### src/rtl/fir_inverse_decoder.sv
// fir_inverse_decoder
//   Sequential inverse (deconvolution) filter for the 4-tap FIR filter
//   y[n] = 2^C0_SHIFT*x[n] + C1*x[n-1] + C2*x[n-2] + C3*x[n-3].
//   Recovers x[n] = (y[n] - C1*x[n-1] - C2*x[n-2] - C3*x[n-3]) / 2^C0_SHIFT
//   using one shared signed 8x8 multiplier over three MAC cycles.
//
// Ports
//   clk      : clock, rising edge
//   rst_n    : synchronous reset, active-low
//   y_in     : signed 16-bit filtered sample
//   y_valid  : y_in valid
//   y_ready  : decoder can accept y_in (high only while idle)
//   x_out    : signed 8-bit recovered sample
//   x_valid  : x_out / x_err valid
//   x_ready  : downstream accepts x_out
//   x_err    : x_out inexact (odd residual or saturated), qualified by x_valid
module fir_inverse_decoder #(
    parameter int C0_SHIFT = 1,
    parameter int C1       = 4,
    parameter int C2       = 4,
    parameter int C3       = 2,
    parameter int ACC_W    = 20
) (
    input  logic        clk,
    input  logic        rst_n,
    input  logic [15:0] y_in,
    input  logic        y_valid,
    output logic        y_ready,
    output logic [7:0]  x_out,
    output logic        x_valid,
    input  logic        x_ready,
    output logic        x_err
);

    localparam logic signed [7:0] K1 = 8'(C1);
    localparam logic signed [7:0] K2 = 8'(C2);
    localparam logic signed [7:0] K3 = 8'(C3);

    localparam logic signed [ACC_W-1:0] QMAX = ACC_W'(127);
    localparam logic signed [ACC_W-1:0] QMIN = -ACC_W'(128);
    // Bits shifted out by the divide; any of them set means the residual
    // was not a multiple of the tap-0 coefficient.
    localparam logic [ACC_W-1:0] FRAC_MASK = (ACC_W'(1) << C0_SHIFT) - ACC_W'(1);

    typedef enum logic [2:0] {
        IDLE,
        MAC1,
        MAC2,
        MAC3,
        RESOLVE,
        OUT
    } state_t;

    state_t                  state;
    logic signed [ACC_W-1:0] acc;
    logic signed [7:0]       h1, h2, h3;

    // Shared multiplier operand selection
    logic signed [7:0]       mul_c;
    logic signed [7:0]       mul_h;
    logic signed [15:0]      prod;
    logic signed [ACC_W-1:0] prod_ext;

    always_comb begin
        mul_c = K1;
        mul_h = h1;
        case (state)
            MAC2: begin
                mul_c = K2;
                mul_h = h2;
            end
            MAC3: begin
                mul_c = K3;
                mul_h = h3;
            end
            default: begin
                mul_c = K1;
                mul_h = h1;
            end
        endcase
    end

    assign prod     = mul_c * mul_h;
    assign prod_ext = {{(ACC_W-16){prod[15]}}, prod};

    // Divide, inexactness detection and saturation
    logic signed [ACC_W-1:0] q;
    logic                    frac_nz;
    logic                    q_hi;
    logic                    q_lo;
    logic signed [7:0]       q_sat;

    assign q       = acc >>> C0_SHIFT;
    assign frac_nz = |(acc & FRAC_MASK);
    assign q_hi    = (q > QMAX);
    assign q_lo    = (q < QMIN);

    always_comb begin
        q_sat = q[7:0];
        if (q_hi) begin
            q_sat = 8'sh7f;
        end else if (q_lo) begin
            q_sat = 8'sh80;
        end
    end

    always_ff @(posedge clk) begin
        if (!rst_n) begin
            state   <= IDLE;
            acc     <= '0;
            h1      <= '0;
            h2      <= '0;
            h3      <= '0;
            y_ready <= 1'b1;
            x_valid <= 1'b0;
            x_out   <= '0;
            x_err   <= 1'b0;
        end else begin
            case (state)
                IDLE: begin
                    if (y_valid) begin
                        acc     <= {{(ACC_W-16){y_in[15]}}, y_in};
                        y_ready <= 1'b0;
                        state   <= MAC1;
                    end
                end
                MAC1: begin
                    acc   <= acc - prod_ext;
                    state <= MAC2;
                end
                MAC2: begin
                    acc   <= acc - prod_ext;
                    state <= MAC3;
                end
                MAC3: begin
                    acc   <= acc - prod_ext;
                    state <= RESOLVE;
                end
                RESOLVE: begin
                    x_out   <= q_sat;
                    x_err   <= frac_nz | q_hi | q_lo;
                    // History carries the saturated value so a bad sample
                    // does not derail the rest of the stream.
                    h3      <= h2;
                    h2      <= h1;
                    h1      <= q_sat;
                    x_valid <= 1'b1;
                    state   <= OUT;
                end
                OUT: begin
                    if (x_ready) begin
                        x_valid <= 1'b0;
                        y_ready <= 1'b1;
                        state   <= IDLE;
                    end
                end
                default: begin
                    x_valid <= 1'b0;
                    y_ready <= 1'b1;
                    state   <= IDLE;
                end
            endcase
        end
    end

endmodule

### config.mk
export PLATFORM = sky130hd
export DESIGN_NAME = fir_inverse_decoder
export DESIGN_NICKNAME = d
export VERILOG_FILES = /design/src/rtl/fir_inverse_decoder.sv
export SDC_FILE = /design/constraint.sdc
export NUM_CORES = 1
export LEC_CHECK = 0
export CAP_MARGIN = 20
export CORE_MARGIN = 1
export CORE_UTILIZATION = 55
export DETAILED_ROUTE_END_ITERATION = 12
export DONT_BUFFER_PORTS = 1
export PLACE_DENSITY = 0.79
export SYNTH_ARGS = -nofsm -noshare
export SYNTH_HDL_FRONTEND = slang
export SYNTH_SLANG_ARGS = --single-unit
### constraint.sdc
create_clock -name clk -period 4.6 [get_ports clk]
set_clock_uncertainty 0.15 [all_clocks]
set_input_delay 0.46 -clock clk [delete_from_list [all_inputs] [get_ports clk]]
set_output_delay 0.46 -clock clk [all_outputs]
set_load 0.01 [all_outputs]
==> run_results.csv <==
group,metric,value,unit
outcome,run_status,"finished clean",
flow_run,timing.max_cap.violations,0,
power_and_ir_drop,switching_share,43.4,%
sta,setup_viol,0,
routing,drt-initial-drc-count,262,
floorplan,core_area,7250,um2
power_and_ir_drop,p_leak,0.00193,uW
clocking,cts_tree,"yes",
synth,synth_edf_count,0,
floorplan,die_h,88.6,um
synth,async_flop_share,0,%
floorplan,die_area,7860,um2
sta,tightest_slew,0.940,ns
layout,seq_area,1000,um2
layout,nets,600,
setup_path,critPathKind,"flop to flop",
layout,multiInputGateArea,2800,um2
sta,hold_viol,0,
synth,synth.net_count,608,
sta,finalMaxSlewViolations,0,
global_routing,grt_pass1_wl,16500,um
setup_path,max_stage_delay,0.54,ns
clocking,cts_htree_levels,2,
placement,portBuffers,0,
synth,syn_area,4130,um2
synth,synthDistinctLibCells,53,
power_and_ir_drop,internal-power,1220,uW
routing,antenna_left,0,
layout,areaGrowthSynthToFinish,5.18,%
setup_path,cp-start-kind,"flop",
clocking,clockBufferDepth,2,
routing,routed_wl,10400,um
synth,ys_seq_elements,50,
routing,drc,0,
routing,avgRoutedWirePerCell,17.0,um
sta,post-route-period-util,86.7,%
placement,place.gp.congestion,0.933,
global_routing,global_route.usage.total,27.4,%
clocking,clock_latency,0.31,ns
power_and_ir_drop,ir_drop,0.205,mV
floorplan,rows,31,
power_and_ir_drop,power,2150,uW
placement,place_area,4200,um2
hold_path,min_path_type,"input pin to flop",
routing,via_per_inst,6.00,
synth,synthesis.instances,519,
clocking,clkTransAtPathRegs,0.09,ns
sta,finalSetupTns,0,ns
power_and_ir_drop,power_switching,933,uW
global_routing,gr-total-overflow,0,
setup_path,slowest_stage,"fa_1",
setup_path,end_kind,"flop",
synth,avgSynthCellArea,7.96,um2
global_routing,grt_pass1_vias,3459,
setup_path,crit_chain,"nor2b_1 > and3_1 > ha_1 > ha_1 > fa_1 > inv_1 > ha_1 > nand2_1 > o21ai_0 > o2111ai_2 > a21bo_1 > a21o_1 > a41o_1",
synth,yosysSeqAreaShare,24.2,%
floorplan,start_util,56.9,%
sta,holdWs,0.0917,ns
power_and_ir_drop,seqPwrFrac,26.1,%
routing,dr.pass1.iters,6,
layout,fin_area,4340,um2
routing,dr_total_vias,3668,
sta,clock.fmax,0.251,GHz
setup_path,cp_common_cell,"ha_1",
floorplan,die_w,88.6,um
layout,drive_gt1_share,4.30,%
setup_path,crit_arrival,4.06,ns
power_and_ir_drop,pwr-share-clk,18.0,%
sta,fin_crit,3.99,ns
synth,yosys_warnings,0,
layout,nFillCells,660,
clocking,cts_root_buf,"clkbuf_8",
sta,rsz0062_at_grt,"no",
clocking,cts_resized,0,
layout,diodes,0,
global_routing,antenna_found_initial,0,
clocking,clock-sinks,50,
placement,dp_hpwl,7900,um
clocking,postCtsSetupBuffers,0,
sta,slew_headroom,37.3,%
clocking,cts_buffers,5,
power_and_ir_drop,powerDensity,495,nW/um2
clocking,cts_hold_buf,0,
synth,ys.flop_type,"dfxtp_1",
power_and_ir_drop,p_comb_share,55.9,%
floorplan,num_io_pins,31,
global_routing,grt_max_degree,34,
setup_path,worstPathRequired,4.67,ns
setup_path,worst-path-max-fanout,9,
[cells in the final DEF, fill, tap and decap left out, drive strengths merged, types with 2 or more instances in the layout]
master	instances
and2	3
or2	2
o2111ai	2
o21ai	23
nor2b	7
a21oi	35
o21a	3
o211ai	14
nand3b	8
xor2	3
nand2b	5
a21o	4
clkbuf	6
a211oi	5
nor3	6
and3	10
nand4b	2
a22oi	5
xnor2	14
o211a	3
nand3	4
a221oi	2
nor2	27
buf	8
a21boi	19
o31ai	3
or3	2
nor4	3
o221ai	2
fa	15
nand2	84
ha	54
a31oi	6
nand4	3
inv	58
bufinv	2
dfxtp	50
[flip-flops by register name, indices dropped and copies added (netlist names)]
signal   cells
state        3
h1           8
h3           8
y_ready      1
h2           8
x_valid      1
acc         20
x_err        1
[power by group through the flow]
stage / clock, uW / sequential (uW) / combinational [uW]
after CTS: 389 / 558 / 1180
after detailed placement: 0 / 568 / 1170
after floorplan: 0 / 544 / 929
final: 387 / 561 / 1200
after global placement: 0 / 566 / 1130
after global routing: 401 / 567 / 1340
[worst paths after layout]
| path | start | endpoint | slack, ns | depth (start not counted) |
|---|---|---|---|---|
| max | state[1]$_SDFFE_PN0P_ | acc[13]$_SDFFE_PN0P_ | 0.61 | 13 |
| min | rst_n | y_ready$_SDFFE_PN1P_ | 0.09 | 1 |
| max reg2reg | state[1]$_SDFFE_PN0P_ | acc[13]$_SDFFE_PN0P_ | 0.61 | 13 |
| min reg2reg | h3[2]$_SDFFE_PN0P_ | h3[2]$_SDFFE_PN0P_ | 0.32 | 2 |
[routing by layer]
metal / GRT usage (%) / routed length (um)
met3: 5.04 / 796
met5: 0 / 0
met1: 33.1 / 4050
met4: 8.36 / 288
met2: 49.4 / 5220
[through the flow]
step	instances	setup WS, ns	utilization [%]
after floorplan	519	0.359	-
after global placement	603	0.731	57.9
after detailed placement	603	0.659	57.9
after CTS	611	0.634	59.9
after global routing	611	0.268	59.9
final	611	0.611	59.9
[critical path, delay by kind of cell, from the launching register on]
family	cells	cell delay (ns)
adder cells (fa/ha/maj)	4	1.56
AND/OR/NAND/NOR	3	0.66
AO/OA/AOI/OAI	5	1.14
buffers and inverters	1	0.05
flip-flops	1	0.33
[synthesized netlist by cell type (all sizes together) (10+ instances only)]
cell | n | share of area, %
nand2 | 84 | 7.6
inv | 58 | 5.3
ha | 54 | 16
dfxtp | 50 | 24
a21oi | 35 | 4.2
nor2 | 27 | 2.5
o21ai | 23 | 2.8
a21boi | 19 | 3.5
clkbuf | 17 | 1.8
fa | 15 | 7.3
o211ai | 14 | 2.5
xnor2 | 14 | 3.0
and3 | 10 | 1.5
[cell families (layout without fill, tap and decap cells)]
| kind of cell | after synthesis | in the layout | synth area share (%) |
|---|---|---|---|
| compound gates | 132 | 132 | 21.1 |
| xor+xnor | 17 | 17 | 3.61 |
| fa+ha+maj | 69 | 69 | 23.6 |
| buf+inv | 81 | 74 | 8.00 |
| flops | 50 | 50 | 24.2 |
| mux | 1 | 1 | 0.242 |
| simple gates | 169 | 169 | 19.2 |
[cell type report]
type	count	share of cell area, %
Clock buffer	6	1.90
Inverter	58	5.01
Clock inverter	2	1.38
Tap cell	99	2.85
Sequential cell	50	23.0
Multi-Input combinational cell	388	64.4
Timing Repair Buffer	8	1.38
No activity file was read; power rests on OpenSTA's default activity.
